`src/rtl/gpp_host_loader_pkg.sv`:
```
// Shared widths and FSM state encoding for the GPP host-side SRAM loader.
// SA_WIDTH/D_WIDTH mirror the SRAM geometry; TO_WIDTH sizes the optional watchdog.
package gpp_host_loader_pkg;

    localparam int SA_WIDTH = 8;
    localparam int D_WIDTH  = 16;
    localparam int TO_WIDTH = 16;

    typedef enum logic [2:0] {
        ST_IDLE  = 3'd0,
        ST_LOAD  = 3'd1,
        ST_START = 3'd2,
        ST_WAIT  = 3'd3,
        ST_DUMP  = 3'd4,
        ST_DRAIN = 3'd5
    } ldr_state_e;

endpackage

```
`src/rtl/gpp_ldr_fifo2.sv`:
```
// Two-entry FIFO that holds dump words between the SRAM read port and the host.
// Pointers and count are reset; the storage itself is plain data and is not.
module gpp_ldr_fifo2
    import gpp_host_loader_pkg::*;
#(
    parameter int DW = D_WIDTH
) (
    input  logic          i_clk,
    input  logic          i_rst,
    input  logic          i_push,
    input  logic [DW-1:0] i_din,
    input  logic          i_pop,
    output logic [DW-1:0] o_dout,
    output logic [1:0]    o_count
);

    logic [DW-1:0] r_mem [2];
    logic          r_wptr;
    logic          r_rptr;
    logic [1:0]    r_count;

    always_ff @(posedge i_clk or posedge i_rst) begin
        if (i_rst) begin
            r_wptr  <= 1'b0;
            r_rptr  <= 1'b0;
            r_count <= 2'd0;
        end else begin
            if (i_push) r_wptr <= ~r_wptr;
            if (i_pop)  r_rptr <= ~r_rptr;
            case ({i_push, i_pop})
                2'b10:   r_count <= r_count + 2'd1;
                2'b01:   r_count <= r_count - 2'd1;
                default: r_count <= r_count;
            endcase
        end
    end

    always_ff @(posedge i_clk) begin
        if (i_push) r_mem[r_wptr] <= i_din;
    end

    assign o_dout  = r_mem[r_rptr];
    assign o_count = r_count;

endmodule

```
`src/rtl/gpp_host_loader.sv`:
```
// Host-side master on GPP SRAM port B: load image, pulse Str, wait for Done, dump window.
// Optional watchdog on the Done wait is enabled by defining GPP_LDR_TIMEOUT_EN.
module gpp_host_loader
    import gpp_host_loader_pkg::*;
#(
    parameter int AW = SA_WIDTH,
    parameter int DW = D_WIDTH
`ifdef GPP_LDR_TIMEOUT_EN
    ,
    parameter int TW = TO_WIDTH
`endif
) (
    input  logic          i_clk,
    input  logic          i_rst,
    input  logic          i_cmd_valid,
    output logic          o_cmd_ready,
    input  logic [AW-1:0] i_cmd_load_base,
    input  logic [AW:0]   i_cmd_load_len,
    input  logic [AW-1:0] i_cmd_dump_base,
    input  logic [AW:0]   i_cmd_dump_len,
    input  logic          i_in_valid,
    output logic          o_in_ready,
    input  logic [DW-1:0] i_in_data,
    output logic          o_out_valid,
    input  logic          i_out_ready,
    output logic [DW-1:0] o_out_data,
    output logic          o_out_last,
    output logic          o_gpp_str,
    input  logic          i_gpp_done,
    output logic [AW-1:0] o_sram_addr,
    output logic [DW-1:0] o_sram_din,
    input  logic [DW-1:0] i_sram_dout,
    output logic          o_sram_en,
    output logic          o_sram_we,
    output logic          o_busy,
    output logic          o_err
);

    localparam logic [AW:0] ONE = (AW+1)'(1);

    ldr_state_e    r_state;
    ldr_state_e    w_state_nxt;

    logic [AW-1:0] r_load_base;
    logic [AW-1:0] r_dump_base;
    logic [AW:0]   r_load_len;
    logic [AW:0]   r_dump_len;
    logic [AW:0]   r_load_cnt;
    logic [AW:0]   r_rd_cnt;
    logic [AW:0]   r_pop_cnt;
    logic          r_done_q;
    logic          r_rd_vld_p1;

    logic          w_accept;
    logic          w_beat;
    logic          w_rd_issue;
    logic          w_pop;
    logic          w_done_rise;
    logic          w_timeout;
    logic [1:0]    w_fifo_count;
    logic [DW-1:0] w_fifo_dout;
    logic [2:0]    w_fill;

    assign w_accept    = i_cmd_valid && (r_state == ST_IDLE);
    assign w_beat      = i_in_valid && (r_state == ST_LOAD);
    assign w_pop       = o_out_valid && i_out_ready;
    assign w_done_rise = i_gpp_done && !r_done_q;

    // A word popped this cycle frees its slot for a read issued this cycle,
    // which keeps the read stream gap-free while the host is always ready.
    assign w_fill     = {1'b0, w_fifo_count} + {2'b00, r_rd_vld_p1} - {2'b00, w_pop};
    assign w_rd_issue = (r_state == ST_DUMP) && (w_fill < 3'd2);

    always_ff @(posedge i_clk or posedge i_rst) begin
        if (i_rst) r_state <= ST_IDLE;
        else       r_state <= w_state_nxt;
    end

    always_comb begin
        w_state_nxt = r_state;
        case (r_state)
            ST_IDLE: begin
                if (w_accept)
                    w_state_nxt = (i_cmd_load_len != '0) ? ST_LOAD : ST_START;
            end
            ST_LOAD: begin
                if (w_beat && (r_load_cnt + ONE == r_load_len))
                    w_state_nxt = ST_START;
            end
            ST_START: w_state_nxt = ST_WAIT;
            ST_WAIT: begin
                if (w_done_rise)
                    w_state_nxt = (r_dump_len != '0) ? ST_DUMP : ST_IDLE;
                else if (w_timeout)
                    w_state_nxt = ST_IDLE;
            end
            ST_DUMP: begin
                if (w_rd_issue && (r_rd_cnt + ONE == r_dump_len))
                    w_state_nxt = ST_DRAIN;
            end
            ST_DRAIN: begin
                if ((w_fifo_count == 2'd0) && !r_rd_vld_p1)
                    w_state_nxt = ST_IDLE;
            end
            default: w_state_nxt = ST_IDLE;
        endcase
    end

    always_ff @(posedge i_clk) begin
        if (w_accept) begin
            r_load_base <= i_cmd_load_base;
            r_load_len  <= i_cmd_load_len;
            r_dump_base <= i_cmd_dump_base;
            r_dump_len  <= i_cmd_dump_len;
        end
    end

    always_ff @(posedge i_clk or posedge i_rst) begin
        if (i_rst) begin
            r_load_cnt <= '0;
            r_rd_cnt   <= '0;
            r_pop_cnt  <= '0;
            r_done_q   <= 1'b0;
        end else begin
            r_done_q <= i_gpp_done;
            if (w_accept) begin
                r_load_cnt <= '0;
                r_rd_cnt   <= '0;
                r_pop_cnt  <= '0;
            end else begin
                if (w_beat)     r_load_cnt <= r_load_cnt + ONE;
                if (w_rd_issue) r_rd_cnt   <= r_rd_cnt + ONE;
                if (w_pop)      r_pop_cnt  <= r_pop_cnt + ONE;
            end
        end
    end

    // ---- p0 -> p1: SRAM read issued, data returns one cycle later ----
    always_ff @(posedge i_clk or posedge i_rst) begin
        if (i_rst) r_rd_vld_p1 <= 1'b0;
        else       r_rd_vld_p1 <= w_rd_issue;
    end

    // ---- p1: returned read word enters the output FIFO ----
    gpp_ldr_fifo2 #(
        .DW (DW)
    ) u_fifo (
        .i_clk   (i_clk),
        .i_rst   (i_rst),
        .i_push  (r_rd_vld_p1),
        .i_din   (i_sram_dout),
        .i_pop   (w_pop),
        .o_dout  (w_fifo_dout),
        .o_count (w_fifo_count)
    );

`ifdef GPP_LDR_TIMEOUT_EN
    logic [TW-1:0] r_wd_cnt;
    logic          r_err;

    always_ff @(posedge i_clk or posedge i_rst) begin
        if (i_rst) begin
            r_wd_cnt <= '0;
            r_err    <= 1'b0;
        end else begin
            if (r_state == ST_START)     r_wd_cnt <= '0;
            else if (r_state == ST_WAIT) r_wd_cnt <= r_wd_cnt + TW'(1);
            if (w_accept)
                r_err <= 1'b0;
            else if ((r_state == ST_WAIT) && w_timeout && !w_done_rise)
                r_err <= 1'b1;
        end
    end

    assign w_timeout = (r_wd_cnt == '1);
    assign o_err     = r_err;
`else
    assign w_timeout = 1'b0;
    assign o_err     = 1'b0;
`endif

    assign o_cmd_ready = (r_state == ST_IDLE);
    assign o_in_ready  = (r_state == ST_LOAD);
    assign o_gpp_str   = (r_state == ST_START);
    assign o_busy      = (r_state != ST_IDLE);

    assign o_sram_en   = w_beat || w_rd_issue;
    assign o_sram_we   = w_beat;
    assign o_sram_din  = w_beat ? i_in_data : '0;
    assign o_sram_addr = w_beat     ? (r_load_base + r_load_cnt[AW-1:0]) :
                         w_rd_issue ? (r_dump_base + r_rd_cnt[AW-1:0])   : '0;

    assign o_out_valid = (w_fifo_count != 2'd0);
    assign o_out_data  = o_out_valid ? w_fifo_dout : '0;
    assign o_out_last  = o_out_valid && (r_pop_cnt == r_dump_len - ONE);

endmodule

```
`config.mk`:
```
export PLATFORM = sky130hd
export DESIGN_NAME = gpp_host_loader
export DESIGN_NICKNAME = d
export VERILOG_FILES = /design/src/rtl/gpp_host_loader_pkg.sv /design/src/rtl/gpp_ldr_fifo2.sv /design/src/rtl/gpp_host_loader.sv
export SDC_FILE = /design/constraint.sdc
export NUM_CORES = 1
export LEC_CHECK = 0
export ABC_CLOCK_PERIOD_IN_PS = 4700
export CORE_MARGIN = 5
export CORE_UTILIZATION = 25
export CTS_CLUSTER_SIZE = 40
export DETAILED_ROUTE_END_ITERATION = 6
export PLACE_DENSITY = 0.47
export SETUP_SLACK_MARGIN = 0.5
export SLEW_MARGIN = 20
export SYNTH_ARGS = -nofsm -noshare
export SYNTH_HDL_FRONTEND = slang
export SYNTH_SLANG_ARGS = --single-unit
export TNS_END_PERCENT = 30
```
`constraint.sdc`:
```
create_clock -name i_clk -period 4.7 [get_ports i_clk]
set_input_delay 0.94 -clock i_clk [delete_from_list [all_inputs] [get_ports i_clk]]
set_output_delay 0.94 -clock i_clk [all_outputs]
set_load 0.02 [all_outputs]
```
Yosys cells after proc, flatten, opt, wreduce, memory -nomap -nowiden
Memory sizes are Yosys's and may differ from the RTL's.
Cells that the tools add are included.

cells by class
  add/sub/neg operators = 10
  $lt $le $gt $ge = 1
  equal/unequal tests = 15
  multiplexer cells = 21
  bitwise gates (word level) = 2
  reduce and logical (&&, ||, !) cells = 23

operators by type and width
  cell                 number
  $mux 9               6
  $mux 16              2
  $add 9x1->9 const B  3
  $eq 9x9->1           3
  $mux 3               6
  $pmux 3 s6           1
  $reduce_bool 9->1    2
  $add 8x8->8          2
  $mux 8               2
  $reduce_bool 2->1    5
  $logic_and 1x1->1    9
  $sub 9x1->9 const B  1
  $eq 3x2->1 const B   2
  $eq 3x3->1 const B   2
  $ne 2x1->1 const B   3
  $reduce_and 5->1     1
  $ne 2x2->1 const B   2
  $pmux 2 s2           1
  $add 2x1->3          1
  $eq 3x1->1 const B   1
  $logic_not 3->1      1
  $lt 3x2->1 const B   1
  $reduce_bool 3->1    1
  $sub 3x1->3          1
  other kinds (10)     13

word-level totals
  register bits after elaboration = 70
  bits in writable memories = 32
  input port bits = 72
  output and inout bits = 49
  word-level logic and storage cells = 86
  memories kept = 1

memory list
  memory        depth  bits a word  rd ports  clocked after Yosys merged registers in  write ports  RTL line             text
  u_fifo.r_mem  2      16           1         0                                        1            gpp_ldr_fifo2.sv:17  logic [DW-1:0] r_mem [2];

Longest topological paths before layout
  depth in word-level cells = 8
  gate-level depth with buffers = 12

By module
From an unflattened synthesis, not the netlist that was laid out.

unflattened totals
  cell total of the unflattened synthesis = 486
  area total of the unflattened synthesis = 5590.4 sq um

by module, submodules not included
  module           instances  cells an instance  area each (sq um)
  gpp_host_loader  1          421                4206.5
  gpp_ldr_fifo2    1          65                 1383.8

Least setup slack after synthesis
No wires, ideal clock.

  path type = input -> output
  start = input i_out_ready
  end = output o_sram_addr[2]
  arrival = 2707 ps
  required time = 3760 ps
  setup slack = 1053 ps
  stages on the path = 8
  buffers on the path = 1
  cells stage by stage = nand2b_1 nor2_1 o21ai_0 fa_1 xnor2_1 nand4_2 clkbuf_1 o22ai_1

between the ends
  cells in the longest elaborated chain, start to end = 6

RTL lines
  item               RTL line                text
  start, declared    gpp_host_loader.sv:25   input logic i_out_ready,
  $logic_and 1x1->1  gpp_host_loader.sv:66   assign w_pop = o_out_valid && i_out_ready;
  $sub 3x1->3        gpp_host_loader.sv:71   assign w_fill = {1'b0, w_fifo_count} + {2'b00, r_rd_vld_p1} - {2'b00, w_pop};
  $lt 3x2->1         gpp_host_loader.sv:72   assign w_rd_issue = (r_state == ST_DUMP) && (w_fill < 3'd2);
  $logic_and 1x1->1  gpp_host_loader.sv:72
  $mux 8             gpp_host_loader.sv:191  w_rd_issue ? (r_dump_base + r_rd_cnt[AW-1:0]) : '0;
  $mux 8             gpp_host_loader.sv:190  assign o_sram_addr = w_beat ? (r_load_base + r_load_cnt[AW-1:0]) :
  end, declared      gpp_host_loader.sv:30   output logic [AW-1:0] o_sram_addr,

No other way between the ends.

Worst setup path in the final report
  start = input i_out_ready
  end = output o_sram_addr[0]

Same word-level chain as after synthesis.

==> impl_metrics.toml <==
[critical_path]
critPathSlowestCell = "clkdlybuf4s50_1"
crit_path_max_fanout = 9
max_stage_delay_ns = 0.53
critical_path_class = "in2out"
crit_chain = "clkdlybuf4s50_1 -> nand2b_1 -> nor2_1 -> o21ai_0 -> fa_1 -> xnor2_2 -> nand4_4 -> inv_1 -> a22o_1 -> clkdlybuf4s15_1"
critPathLaunchType = "primary input"
path_buf_inv = 3
rr_worst_depth = 12
crit_cells = 10
crit_required_ns = 3.76
cpLargestDelayFamily = "buffers and inverters"
cp.arrival_ns = 3.24
crit_path_end_kind = "primary output"

[die]
die-height_um = 158.3
initial_utilization = 0.2527
die_w_um = 158.3
io_pins = 121
rows = 54
dieArea_um2 = 25060
core_um2 = 21760

[logic_synthesis]
synth_common_cells = "edfxtp_1, nor2_1, xnor2_1"
synth-seq-area-share = 0.5244
synth_xor_area_frac = 0.1004
synth.most_common_cell = "edfxtp_1"
ys.warnings.count = 0
synth-compound-area-share = 0.1070
synth_adder_area_share = 0.05416
yosys-top-cells-area = "edfxtp_1, dfrtp_1, xnor2_1"
synth_flop_cell = "edfxtp_1"
synth_top_area_frac = 0.3605
synth_edf_count = 66
syn_area_um2 = 5498
yosys.area_share.simple = 0.1525
synth_cells = 505
synth_area_leader_cell = "edfxtp_1"
syn_area_per_cell_um2 = 10.89
synth_mux_area_frac = 0.03300
synth_seq_cells = 102
async_reset_ff_frac = 0.3529
syn_nets = 599
synth_top_family_by_area = "simple AND/OR/NAND/NOR gates"
synth_cell_types = 53

[clock_tree]
post-cts-setup-buffers = 0
clock_latency_ns = 0.36
holdBufCountCts = 0
htreeDepth = 3
cts_made_buffers = 9
path_clk_slew_ns = 0.08
cts_root_buf = "clkbuf_16"
cts_sinks = 102
cts_max_path_buffers = 2
cts_tree = "built"

[routing]
ant_nets = 0
wl_per_cell_um = 16.00
num_vias = 4145
drtIter0Drc = 172
vias_per_cell = 4.575
drc_errors = 0
drt_pass1_iterations = 4
wl_um = 14490

[min_path]
worstHoldPathCells = 1
hp-class = "reg2reg"

[place]
port_buffers = 119
place_area_um2 = 7010
gp_congestion = 0.8100
hpwlAfterDp_um = 10800

[layout]
area_delta_synth_final_pct = 32.93
drive_gt1_frac = 0.06709
fillers = 2154
fin_area_um2 = 7308
num-nets-final = 715
final_util = 0.3359
num_antenna_cells = 0

[outcome]
status = "completed"

[grt]
grt-ovfl-total = 0
grt_pass1_wl_um = 22910
grt_pass1_vias = 4363
grt_max_degree = 37
grtUsageTotal = 0.1169
antenna_found_initial = 1

[timing]
rsz0062_at_grt = "true"
tightest_slew_ns = 0.9597
timing.final.crit_share = 0.8885
fmax_ghz = 0.2395
min_period_ns = 4.176
fin_skew_ns = 0.01030
relSlewSlack = 0.3602
setup_violations = 0
finalMaxSlewViolations = 0
finalHoldWorstSlack_ns = 0.4915
final_hold_viol_count = 0
fin_setup_tns_ns = 0

[power]
power_frac_clock = 0.251
power_leakage_nw = 2.834
powerDensity_nw_per_um2 = 414.3
internal-power_mw = 1.932
seqPwrFrac = 0.412
ir_drop_uv = 149.2
swShare = 0.3619
p_comb_frac = 0.337
p_switching_mw = 1.096

[run]
max_cap_viol_count = 0
==> area by class of cell <==
type                            count  area [um2]  area share
Sequential cell                   102        2883      0.3945
Multi-Input combinational cell    365        2479      0.3392
Timing Repair Buffer              128        1241      0.1698
Tap cell                          280       350.3     0.04794
Clock buffer                        9       225.2     0.03082
Clock inverter                      7       73.82     0.01010
Inverter                           15       56.30    0.007704
==> worst paths after layout <==
kind	from	end	slack, ns
max	i_out_ready	o_sram_addr[0]	0.52
min	u_fifo.r_wptr	u_fifo.r_wptr	0.49
max reg2reg	u_fifo.o_count[1]	r_state[0]	1.84
min reg2reg	u_fifo.r_wptr	u_fifo.r_wptr	0.49
max in group asynchronous	i_rst	r_pop_cnt[3]	3.34
min in group asynchronous	i_rst	r_load_cnt[7]	1.02
==> power by group through the flow <==
stage | Clock, mW | Combinational (mW) | Sequential (mW)
finish | 0.761 | 1.02 | 1.25
global route | 0.828 | 1.12 | 1.27
CTS | 0.801 | 1.04 | 1.25
detailed placement | 0 | 1.05 | 1.27
global placement | 0 | 1.04 | 1.27
floorplan | 0 | 0.713 | 1.17
==> registers in the layout, summed over array words and instances (netlist names) <==
register,count
r_done_q,1
r_pop_cnt,9
u_fifo.r_mem,32
u_fifo.r_wptr,1
r_load_base,8
r_state,3
r_load_len,9
u_fifo.o_count,2
r_rd_cnt,9
r_dump_base,8
r_rd_vld_p1,1
r_load_cnt,9
r_dump_len,9
u_fifo.r_rptr,1
==> logic make-up (layout without fill, tap and decap cells) <==
logic type,count (synthesis),in the layout
AO/OA/AOI/OAI,94,94
buffers and inverters,38,159
other,1,1
flip-flops,102,102
multiplexers,18,18
XOR/XNOR,63,63
AND/OR/NAND/NOR,167,167
adder cells (fa/ha/maj),22,22
==> worst register-to-register path, cell delays in order, from the launching register on <==
cell       delay, ns
dfrtp_1         0.52
inv_1           0.07
nor2_1          0.14
o21ai_0         0.11
fa_1            0.44
xnor2_2         0.18
nand4_4         0.20
inv_1           0.16
buf_4           0.18
nand4_1         0.09
nor3_1          0.19
o2111ai_1       0.17
a222oi_1        0.30
==> cells in the final DEF, fill, tap and decap left out, types with 9 or more instances in the layout <==
cell type and instances:
a21oi_1 13, dfrtp_1 36, xor2_1 23, mux2i_1 17
nor2_1 58, edfxtp_1 66, o21ai_0 39, nand3_1 13
inv_1 14, buf_4 9, nand2_1 29, clkbuf_16 9
xnor2_1 39, clkdlybuf4s50_1 110, ha_1 19, and3_1 19
==> routing by layer <==
| metal | part of all wire | up-vias | global-route usage |
|---|---|---|---|
| li1 | - | 2045 | - |
| met1 | 0.44 | 1994 | 0.1467 |
| met2 | 0.49 | 91 | 0.1954 |
| met3 | 0.052 | 13 | 0.03316 |
| met4 | 0.012 | 2 | 0.03696 |
| met5 | 0.0014 | - | 0 |
==> through the flow <==
stage               setup slack [ns]  cells  total power, mW
CTS                           0.4565    906            3.088
global route                  0.3659    906            3.220
detailed placement           0.07758    890            2.315
finish                        0.5240    906            3.028
floorplan                      1.053    505            1.878
global placement              0.1608    890            2.303
==> what timing repair did <==
item,in CTS,in global routing
hold endpoints to repair,0,0
pin swaps,1,0
endpoints found under the setup margin,9,9
resized for setup,12,5
Note: power is estimated with default switching activity, not from simulation.
